`config.mk`:
```
export PLATFORM = sky130hd
export DESIGN_NAME = dma_bus_arbiter
export DESIGN_NICKNAME = d
export VERILOG_FILES = /design/src/rtl/dma_arb_pkg.sv /design/src/rtl/rr_priority_picker.sv /design/src/rtl/dma_bus_arbiter.sv
export SDC_FILE = /design/constraint.sdc
export NUM_CORES = 1
export LEC_CHECK = 0
export BUFFER_PORTS_ARGS = -buffer_cell sky130_fd_sc_hd__buf_2
export CORE_ASPECT_RATIO = 0.9
export CORE_MARGIN = 3
export CORE_UTILIZATION = 53
export CTS_BUF_LIST = sky130_fd_sc_hd__clkbuf_4
export CTS_CLUSTER_SIZE = 40
export DETAILED_ROUTE_END_ITERATION = 8
export PLACE_DENSITY_LB_ADDON = 0.12
export SLEW_MARGIN = 30
export SYNTH_ARGS = -nofsm -noshare
export SYNTH_HDL_FRONTEND = slang
export SYNTH_SLANG_ARGS = --single-unit
```
`constraint.sdc`:
```
create_clock -name i_Clock -period 3.1 [get_ports i_Clock]
set_clock_uncertainty 0.1 [all_clocks]
set_input_delay 0.31 -clock i_Clock [delete_from_list [all_inputs] [get_ports i_Clock]]
set_output_delay 0.31 -clock i_Clock [all_outputs]
set_load 0.02 [all_outputs]
```
`src/rtl/dma_arb_pkg.sv`:
```
// Shared types and constants for the DMA/CPU bus arbiter.
package dma_arb_pkg;

  typedef enum logic [1:0] {
    ST_IDLE    = 2'd0,
    ST_GRANT   = 2'd1,
    ST_RELEASE = 2'd2
  } arb_state_e;

  localparam int unsigned REQ_CPU    = 0;
  localparam int unsigned REQ_DMA_RX = 1;
  localparam int unsigned REQ_DMA_TX = 2;

  function automatic int unsigned id_width(input int unsigned num_req);
    return (num_req > 2) ? $clog2(num_req) : 1;
  endfunction

endpackage

```
`src/rtl/rr_priority_picker.sv`:
```
// Combinational round-robin pick: first requester after last_i, wrapping, wins.
module rr_priority_picker
  import dma_arb_pkg::*;
#(
  parameter int unsigned NUM_REQ = 3,
  localparam int unsigned ID_W = id_width(NUM_REQ)
) (
  input  logic [NUM_REQ-1:0] req_i,
  input  logic [ID_W-1:0]    last_i,
  output logic [NUM_REQ-1:0] onehot_o,
  output logic [ID_W-1:0]    idx_o,
  output logic               valid_o
);

  logic [ID_W-1:0] cand;
  logic            found;

  always_comb begin
    onehot_o = '0;
    idx_o    = '0;
    found    = 1'b0;
    cand     = '0;
    // The previous owner is visited last, so it only wins when alone.
    for (int unsigned i = 0; i < NUM_REQ; i++) begin
      cand = ID_W'((32'(last_i) + 32'd1 + i) % NUM_REQ);
      if (!found && req_i[cand]) begin
        found          = 1'b1;
        idx_o          = cand;
        onehot_o[cand] = 1'b1;
      end
    end
    valid_o = found;
  end

endmodule

```
`src/rtl/dma_bus_arbiter.sv`:
```
// Round-robin bus arbiter with hold-until-release grants, bounded-hold preemption
// and a one-cycle turnaround between owners.
module dma_bus_arbiter
  import dma_arb_pkg::*;
#(
  parameter int unsigned NUM_REQ  = 3,
  parameter int unsigned MAX_HOLD = 16,
  localparam int unsigned ID_W = id_width(NUM_REQ)
) (
  input  logic               i_Clock,
  input  logic               i_Reset,
  input  logic [NUM_REQ-1:0] i_Req,
  input  logic [NUM_REQ-1:0] i_Done,
  output logic [NUM_REQ-1:0] o_Grant,
  output logic               o_Grant_Valid,
  output logic [ID_W-1:0]    o_Grant_Id,
  output logic [NUM_REQ-1:0] o_Preempt
);

  localparam int unsigned     CNT_W      = (MAX_HOLD < 1) ? 1 : $clog2(MAX_HOLD + 1);
  localparam logic [CNT_W-1:0] HOLD_MAX  = CNT_W'(MAX_HOLD);
  localparam logic [CNT_W-1:0] HOLD_LAST = CNT_W'((MAX_HOLD == 0) ? 0 : MAX_HOLD - 1);
  localparam bit              PREEMPT_EN = (MAX_HOLD != 0);

  arb_state_e         state_q, state_d;
  logic [CNT_W-1:0]   cnt_q, cnt_d;
  logic [ID_W-1:0]    last_q, last_d;
  logic [ID_W-1:0]    id_q, id_d;
  logic [NUM_REQ-1:0] grant_q, grant_d;
  logic [NUM_REQ-1:0] preempt_q, preempt_d;
  logic               valid_q;

  logic [NUM_REQ-1:0] pick_onehot;
  logic [ID_W-1:0]    pick_idx;
  logic               pick_valid;

  logic own_done, own_req, others_req, hold_expired;

  rr_priority_picker #(
    .NUM_REQ (NUM_REQ)
  ) u_picker (
    .req_i    (i_Req),
    .last_i   (last_q),
    .onehot_o (pick_onehot),
    .idx_o    (pick_idx),
    .valid_o  (pick_valid)
  );

  assign own_done     = |(i_Done & grant_q);
  assign own_req      = |(i_Req & grant_q);
  assign others_req   = |(i_Req & ~grant_q);
  // Saturated counter stays at HOLD_MAX, so a late competitor still preempts.
  assign hold_expired = PREEMPT_EN && ((cnt_q == HOLD_LAST) || (cnt_q == HOLD_MAX));

  always_comb begin
    state_d   = state_q;
    cnt_d     = cnt_q;
    last_d    = last_q;
    id_d      = id_q;
    grant_d   = grant_q;
    preempt_d = '0;
    unique case (state_q)
      ST_IDLE, ST_RELEASE: begin
        grant_d = '0;
        if (pick_valid) begin
          grant_d = pick_onehot;
          id_d    = pick_idx;
          last_d  = pick_idx;
          cnt_d   = '0;
          state_d = ST_GRANT;
        end else begin
          state_d = ST_IDLE;
        end
      end
      ST_GRANT: begin
        cnt_d = (cnt_q == HOLD_MAX) ? cnt_q : cnt_q + 1'b1;
        if (own_done || !own_req) begin
          grant_d = '0;
          state_d = ST_RELEASE;
        end else if (hold_expired && others_req) begin
          preempt_d = grant_q;
          grant_d   = '0;
          state_d   = ST_RELEASE;
        end
      end
      default: begin
        grant_d = '0;
        state_d = ST_IDLE;
      end
    endcase
  end

  always_ff @(posedge i_Clock) begin
    if (i_Reset) begin
      state_q   <= ST_IDLE;
      cnt_q     <= '0;
      last_q    <= ID_W'(NUM_REQ - 1);
      id_q      <= '0;
      grant_q   <= '0;
      preempt_q <= '0;
      valid_q   <= 1'b0;
    end else begin
      state_q   <= state_d;
      cnt_q     <= cnt_d;
      last_q    <= last_d;
      id_q      <= id_d;
      grant_q   <= grant_d;
      preempt_q <= preempt_d;
      valid_q   <= |grant_d;
    end
  end

  assign o_Grant       = grant_q;
  assign o_Grant_Valid = valid_q;
  assign o_Grant_Id    = id_q;
  assign o_Preempt     = preempt_q;

endmodule

```
==> results_dict.tcl, run 1 <==
set metrics [dict create \
    slew_headroom_pct 69.9 \
    slowest_stage "ha_1" \
    critPathMostFrequentCell "nor2_1" \
    cpPeakStageDelay_ns 0.51 \
    worst-path-buf-inv 1 \
    cts_tree "yes" \
    synth_top_area_share_pct 30.5 \
    ff_latch_area_um2 340 \
    fin_nets 156 \
    chipWidth_um 54.3 \
    dp_cells 162 \
    final-instance-count-excl-fill 166 \
    core_mm2 0.00195 \
    nFillCells 185 \
    clock_sinks 17 \
    first_iter_violations 32 \
    end_kind "register" \
    synth_enable_flop_cells 0 \
    die_area_mm2 0.00269 \
    status "finished, final reports clean" \
    seq_area_frac_synth_pct 30.5 \
    place_ws_ns 0.650 \
    critPathKind "register to register" \
    arrival_ns 2.58 \
    drive_gt1_share_pct 22.0 \
    critical_path.cell_chain "inv_1 -> ha_1 -> or2b_1 -> a21oi_1 -> or3_4 -> nor2_1 -> nor2_1 -> o21ba_2" \
    cp_max_fo 14 \
    netlist_instances 126 \
    drc 0 \
    synth-async-reset-ratio_pct 0 \
    avgSynthCellArea_um2 8.85 \
    start_kind "register" \
    p_leak_nw 0.507 \
    post_cts_buffers 0 \
    yosysTopAreaCell "dfxtp_1" \
    place_congestion 0.813 \
    synth_area_leaders "dfxtp_1 31%, ha_1 6.7%, a21oi_1 4.0%" \
    cts-buffers-inserted 3 \
    ios 17 \
    vdd_ir_drop_max_mv 0.666 \
    worst_pin_slew_ns 0.450 \
    p_per_area_mw_per_mm2 972 \
    critical-path-top-delay-family "simple AND/OR/NAND/NOR gates" \
    fin_crit_sh_pct 80.5 \
    insertedDiodeCount 0 \
    yosysWarnings 0 \
    synth_area_mm2 0.00111 \
    ant_nets 0 \
    clockBufferDepth 2 \
    track_usage_pct 20.4 \
    rsz0062_at_grt "no" \
    path_clk_slew_ns 0.09 \
    min_path_type "input pin to register" \
    wl_per_cell_um 14.4 \
    grt_pass1_vias 883 \
    htreeDepth 1 \
    firstDrtPassIters 4 \
    report.final.slew_viol_count 0 \
    r2r_slack_ns 0.60 \
    drv_cap 0 \
    yosysMostFrequentCell "dfxtp_1" \
    viasPerCell 5.92 \
    cts_resized 0 \
    synth_flop_cell "dfxtp_1" \
    hpwl_mm 1.80 \
    syn_to_final_growth_pct 9.32 \
    chipHeight_um 49.5 \
    clk_latency_ns 0.29 \
    dr_total_vias 982 \
    grt_overflow 0 \
    fin_setup_tns_ns 0 \
    hold_buffers 0 \
    grt_pass1_wl_mm 4.11 \
    finalHoldViolCount 0 \
    portBuffers 16 \
    synth_fp_nets 140 \
    setup_violations 0 \
    crit_required_ns 3.19 \
    netlist_top_cells_count "17 x dfxtp_1, 9 x a21oi_1, 9 x nand2_1" \
    cts-root-buf "clkbuf_4" \
    setup_ws_ns 0.604 \
    initial_core_util_pct 57.1 \
    grt_max_degree 15 \
    rows 15 \
    final_core_util_pct 62.4 \
    fmax_mhz 401 \
    synth_cell_types 46 \
    routed_wl_mm 2.39 \
    period_needed_ns 2.50 \
    multi_input_area_um2 714 \
    antenna_found_initial 0 \
    ys_ff_latch 17 \
]
-- cell families after synthesis --
group | Yosys count | share of synthesized area (%)
and+or+nand+nor | 50 | 26.6
AOI/OAI and AO/OA | 36 | 25.6
DFF | 17 | 30.5
buffers and inverters | 11 | 5.39
adders and majority gates | 6 | 6.73
muxes | 4 | 3.59
xor gates and xnor gates | 2 | 1.57
-- area by class of cell --
cell class / count / share of cell area [%]
sequential: 17 / 27.9
timing repair buffer: 16 / 6.57
clock buffer: 4 / 2.46
multi-input combinational: 98 / 58.6
inverter: 6 / 1.85
tap: 25 / 2.57
-- report_power, final --
part / internal (mW) / switching, mW / total, mW
Clock: 0.0588 / 0.0679 / 0.127
Combinational: 0.297 / 0.410 / 0.707
Sequential: 0.275 / 0.0762 / 0.351
-- path summary, 6_finish.rpt --
path	start	endpoint	cells past startpoint
worst max-delay path	last_q[0]	state_q[0]	8
worst min-delay path	i_Reset	o_Grant_Id[1]	2
worst max register to register	last_q[0]	state_q[0]	8
worst min register to register	o_Grant_Id[1]	o_Grant_Id[1]	2
-- state kept, by name, summed over array words and instances, names as in the netlist --
register,flops
cnt_q,5
last_q,2
o_Grant,3
o_Grant_Id,1
o_Grant_Valid,1
o_Preempt,3
state_q,2
-- per-layer routing --
| metal | up-vias | part of all wire, % | GRT usage, % |
|---|---|---|---|
| met2 | 34 | 46 | 29.7 |
| met4 | 0 | 0.50 | 4.56 |
| met1 | 456 | 47 | 30.2 |
| met3 | 2 | 6.4 | 4.53 |
| li1 | 490 | - | - |
| met5 | - | 0 | 0 |
-- layout by cell type, fill, tap and decap left out, types with 2 or more instances in the layout --
cell        n
dfxtp_1    17
mux2i_1     4
nor3_1      3
a21oi_1     9
or3_4       2
or2b_1      2
clkbuf_4    4
or2_1       2
a222oi_1    2
nand2b_1    3
o2bb2ai_1   2
inv_1       5
and2_1      4
ha_1        6
a311oi_2    2
a41oi_1     2
nor2_1      7
o21ai_0     7
nand2_1     9
nor2b_1     7
buf_2      16
nand3_1     3
-- metrics by stage --
| step | power, mW | hold slack [ns] | instance area, um^2 |
|---|---|---|---|
| 2_1_floorplan | 0.928 | 0.322 | 1110 |
| 3_3_place_gp | 1.04 | 0.368 | 1190 |
| 3_5_place_dp | 1.06 | 0.384 | 1190 |
| 4_1_cts | 1.18 | 0.261 | 1220 |
| 5_1_grt | 1.29 | 0.284 | 1220 |
| 6_report | 1.18 | 0.264 | 1220 |
Note: power is estimated with default switching activity, not from simulation.
==> run 2, diff against run 1 <==
clock period = 2.5 ns   (was 3.1 ns; I/O delays follow)
==> results_dict.tcl, run 2 (synthesized netlist as in run 1, its figures left out) <==
set metrics [dict create \
    cp-startpoint "last_q[0]" \
    dp_cells 163 \
    mostFrequentLayoutCells "17 x dfxtp_1, 16 x buf_2, 9 x nand2_1, 9 x a21oi_1" \
    track_usage_pct 19.3 \
    first_iter_violations 35 \
    routed_wl_mm 2.26 \
    end_kind "register" \
    final_core_util_pct 62.9 \
    firstDrtPassIters 4 \
    slowest_stage "or3_4" \
    grt_max_degree 14 \
    fmax_mhz 442 \
    slew_headroom_pct 71.0 \
    largest_register "cnt_q" \
    core_mm2 0.00195 \
    min_from "i_Reset" \
    status "finished, final reports clean" \
    fin_crit_sh_pct 90.5 \
    critPathMostFrequentCell "or3_4" \
    ant_nets 0 \
    chipWidth_um 54.3 \
    cts_tree "yes" \
    hpwl_mm 1.75 \
    rsz0062_at_grt "no" \
    place_congestion 0.866 \
    largest_reg_flops 5 \
    p_per_area_mw_per_mm2 1210 \
    layout_commonest_cell "dfxtp_1" \
    post_cts_buffers 0 \
    grt_pass1_vias 813 \
    ios 17 \
    crit_required_ns 2.61 \
    fin_nets 157 \
    initial_core_util_pct 57.1 \
    insertedDiodeCount 0 \
    portBuffers 16 \
    critical_path.cell_chain "inv_1 -> ha_1 -> or2b_1 -> a21oi_1 -> or3_4 -> or3_4 -> a311oi_2" \
    period_needed_ns 2.26 \
    setup_violations 0 \
    chipHeight_um 49.5 \
    min_path_type "input pin to register" \
    vdd_ir_drop_max_mv 0.653 \
    cp_max_fo 6 \
    stdcell_area_mm2 0.00123 \
    post_dp_cell_area_mm2 0.00120 \
    grt_pass1_wl_mm 3.88 \
    worst_pin_slew_ns 0.430 \
    cpPeakStageDelay_ns 0.42 \
    r2r_cells 7 \
    p_leak_nw 0.511 \
    r2r_slack_ns 0.24 \
    viasPerCell 5.74 \
    clk_latency_ns 0.29 \
    cp-endpoint "cnt_q[3]" \
    antenna_found_initial 0 \
    clockBufferDepth 2 \
    r2r-end "cnt_q[3]" \
    path_clk_slew_ns 0.10 \
    htreeDepth 1 \
    rows 15 \
    reg2reg_from "last_q[0]" \
    critPathKind "register to register" \
    fin_setup_tns_ns 0 \
    drc 0 \
    die_area_mm2 0.00269 \
    cts-buffers-inserted 3 \
    cts-root-buf "clkbuf_4" \
    clock_sinks 17 \
    arrival_ns 2.37 \
    drive_gt1_share_pct 23.2 \
    final-instance-count-excl-fill 167 \
    dr_total_vias 958 \
    start_kind "register" \
    drv_cap 0 \
    finalHoldViolCount 0 \
    grt_overflow 0 \
    report.final.slew_viol_count 0 \
    syn_to_final_growth_pct 10.2 \
    wl_per_cell_um 13.5 \
]
run 2: changes by cell type in the layout (fill, tap and decap cells not counted):
cell	change
buf_4	+1
nor2_1	-1
nor2_2	+1
run 2: worst min path at each step:
stage	endpoint	cells past startpoint
after detailed placement	o_Grant_Id[1]	2
after global routing	last_q[0]	2
after global placement	o_Grant_Id[1]	2
after CTS	o_Grant_Id[1]	2
after floorplan	o_Grant[0]	1
final	o_Grant_Id[1]	2
run 2: layer usage:
layer | vias up | GRT usage [%] | part of all wire [%] | wire, um
met4 | 0 | 1.66 | 0 | 0
met1 | 439 | 30.8 | 50 | 1120
li1 | 487 | - | - | -
met3 | 0 | 6.95 | 6.7 | 152
met2 | 32 | 25.5 | 43 | 982
met5 | - | 0 | 0 | 0
run 2: report_power, final:
part	switching, mW	internal, mW
Clock	0.0832	0.0729
Combinational	0.513	0.386
Sequential	0.0923	0.340
run 2: worst max-delay path, delay by kind of cell (launching register included):
kind / cells / cell delay [ns]
AOI/OAI and AO/OA: 2 / 0.32
and+or+nand+nor: 3 / 0.93
buffers and inverters: 1 / 0.08
DFF: 1 / 0.40
adders and majority gates: 1 / 0.36
run 2: layout make-up:
cell class / count / area [um^2]
multi-input cells: 98 / 717
fillers: 174 / 723
flip-flops and latches: 17 / 340
repair buffers: 17 / 87.6
well taps: 25 / 31.3
clock buffers: 4 / 30.0
inverters: 6 / 22.5
run 2: timing repair:
item                       CTS  global route
hold buffers                 0             0
setup endpoints to repair    0             2
gates resized for setup      0             1
run 2: stage by stage:
stage               hold WS [ns]  power [mW]  setup slack (ns)
finish                     0.199        1.49             0.238
floorplan                  0.262        1.15             0.369
CTS                        0.196        1.49             0.213
global route               0.219        1.62             0.102
global placement           0.365        1.31             0.296
detailed placement         0.379        1.33             0.226
==> run 3, diff against run 2 <==
SYNTH_HIERARCHICAL = 1   (was not set)
==> results_dict.tcl, run 3 <==
set metrics [dict create \
    synth_area_mm2 0.00108 \
    core_mm2 0.00180 \
    grt_max_degree 13 \
    dr_total_vias 996 \
    antenna_found_initial 0 \
    fin_crit_sh_pct 91.8 \
    min_path_cells 2 \
    synth_cell_types 43 \
    fin_nets 160 \
    clk_latency_ns 0.29 \
    final-instance-count-excl-fill 169 \
    status "finished, final reports clean" \
    worst_pin_slew_ns 0.506 \
    largest_register "cnt_q" \
    r2r-end "cnt_q[4]" \
    path_clk_slew_ns 0.09 \
    drive_gt1_share_pct 26.2 \
    cts_tree "yes" \
    ys_ff_latch 17 \
    rows 14 \
    netlist_instances 126 \
    die_area_mm2 0.00262 \
    whs_ns 0.174 \
    busiest_layer "met1" \
    drc 0 \
    synth_enable_flop_cells 0 \
    track_usage_pct 18.9 \
    place_ws_ns 0.144 \
    seq_area_frac_synth_pct 31.5 \
    dp_cells 165 \
    place_congestion 0.857 \
    portBuffers 16 \
    r2r_slack_ns 0.20 \
    r2r_cells 11 \
    largest_reg_flops 5 \
    synthAdderAreaFrac_pct 6.94 \
    clock_sinks 17 \
    grt_pass1_vias 858 \
    critPathMostFrequentCell "buf_4" \
    insertedDiodeCount 0 \
    p_total_mw 1.53 \
    viasPerCell 5.89 \
    avgSynthCellArea_um2 8.58 \
    grtUsageMet2_pct 26.1 \
    routed_wl_mm 2.31 \
    ant_nets 0 \
    slowest_stage "dfxtp_1" \
    synthXorXnorAreaFrac_pct 1.62 \
    vdd_ir_drop_max_mv 1.07 \
    fmax_mhz 436 \
    min_from "i_Reset" \
    yosysMostFrequentCell "dfxtp_1" \
    slew_headroom_pct 66.2 \
    critPathKind "register to register" \
    yosysTopAreaCell "dfxtp_1" \
    period_needed_ns 2.30 \
    cts-buffers-inserted 3 \
    grt_pass1_wl_mm 3.68 \
    netlist_top_cells_count "17 x dfxtp_1, 16 x nand2_1, 8 x a21oi_1, 8 x inv_1, 6 x ha_1" \
    arrival_ns 2.41 \
    synth_flop_cell "dfxtp_1" \
    syn_to_final_growth_pct 14.1 \
    critical_path.cell_chain "buf_4 -> ha_1 -> nand2b_1 -> o22ai_2 -> nor2_1 -> o21ai_1 -> nor2b_2 -> buf_4 -> o2111ai_1 -> xor2_1 -> nor3_1" \
    stdcell_area_mm2 0.00123 \
    p_per_area_mw_per_mm2 1240 \
    chipHeight_um 48.8 \
    cpPeakStageDelay_ns 0.32 \
    end_kind "register" \
    muxShareOfSynthArea_pct 3.70 \
    yosysWarnings 6 \
    wl_per_cell_um 13.7 \
    min_path_type "input pin to register" \
    report.final.slew_viol_count 0 \
    grt_overflow 0 \
    htreeDepth 1 \
    synth_top_family_by_area "simple AND/OR/NAND/NOR gates" \
    yosys.area_share.simple_pct 27.1 \
    crit_required_ns 2.62 \
    grt_util_met1_pct 26.8 \
    finalHoldViolCount 0 \
    post_dp_cell_area_mm2 0.00119 \
    synth_fp_nets 140 \
    synth_area_leaders "dfxtp_1 31%, ha_1 6.9%, nand2_1 5.6%" \
    setup_ws_ns 0.204 \
    synth_top_area_share_pct 31.5 \
    p_leak_nw 0.512 \
    first_iter_violations 47 \
    synth_compound_area_share_pct 23.3 \
    drv_cap 0 \
    hold_end "o_Grant_Id[1]" \
    synth-async-reset-ratio_pct 0 \
    met3_usage_pct 6.73 \
    hpwl_mm 1.68 \
    cts-root-buf "clkbuf_4" \
    start_kind "register" \
    reg2reg_from "last_q[0]" \
    firstDrtPassIters 4 \
    ios 17 \
    clockBufferDepth 2 \
    mostFrequentLayoutCells "16 x nand2_1, 16 x dfxtp_1, 16 x buf_2" \
    setup_violations 0 \
    post_cts_buffers 0 \
    chipWidth_um 53.6 \
    cp_max_fo 12 \
    initial_core_util_pct 59.9 \
]
-- run 3: cell count changes after synthesis, moves of 3 or more --
| cell | previous run | this run |
|---|---|---|
| nor2_1 | 7 | 4 |
| inv_1 | 5 | 8 |
| nor2b_1 | 7 | 3 |
| nand2_1 | 9 | 16 |
| o2111ai_1 | 0 | 3 |
| o21ai_0 | 7 | 4 |
-- run 3: final cells by class --
class                   instances  area (um^2)
inverters                       8         30.0
repair buffers                 20          110
clock buffers                   4         30.0
fillers                       147          571
multi-input cells              96          692
well taps                      24         30.0
flip-flops and latches         17          342
-- run 3: critical path, delay by kind of cell (launching register included) --
kind                       cells  cell delay [ns]
adders and majority gates      1             0.27
DFF                            1             0.32
AOI/OAI and AO/OA              3             0.44
xor gates and xnor gates       1             0.16
buffers and inverters          2             0.34
and+or+nand+nor                4             0.60
-- run 3: power by group --
group | switching [mW] | internal [mW] | total, mW | leakage, nW
registers | 0.0647 | 0.341 | 0.405 | 0.138
clock network | 0.0827 | 0.0730 | 0.156 | 0.0184
logic | 0.553 | 0.415 | 0.968 | 0.355
-- run 3: what timing repair did --
item | in CTS | in global routing
gates resized for setup | 0 | 4
hold buffers | 0 | 0
endpoints found under the setup margin | 0 | 2
-- run 3: layer usage --
layer / wire length (um) / vias to the layer above
li1: - / 491
met1: 1010 / 453
met2: 1050 / 48
met3: 229 / 4
met4: 25 / 0
met5: 0 / -
-- run 3: kinds of logic (layout without fill, tap and decap cells) --
logic type	Yosys count	after routing
AOI/OAI and AO/OA	35	35
xor gates and xnor gates	2	2
adders and majority gates	6	6
buffers and inverters	13	32
DFF	17	17
muxes	4	4
and+or+nand+nor	49	49
-- run 3: how the worst max path moves through the flow --
stage / end / depth (start not counted) / slack, ns / start
3_5_place_dp: cnt_q[3] / 11 / 0.14 / last_q[0]
3_3_place_gp: cnt_q[3] / 11 / 0.24 / last_q[0]
2_1_floorplan: cnt_q[1] / 11 / 0.18 / last_q[0]
4_1_cts: cnt_q[3] / 11 / 0.13 / last_q[0]
5_1_grt: cnt_q[3] / 11 / -0.001 / last_q[1]
6_report: cnt_q[4] / 11 / 0.20 / last_q[0]
-- run 3: stage by stage --
step                      TNS [ns]  utilization (%)
after global routing      -0.00116             68.4
final                            0             68.4
after CTS                        0             67.5
after floorplan                  0                -
after detailed placement         0             65.8
after global placement           0             65.8
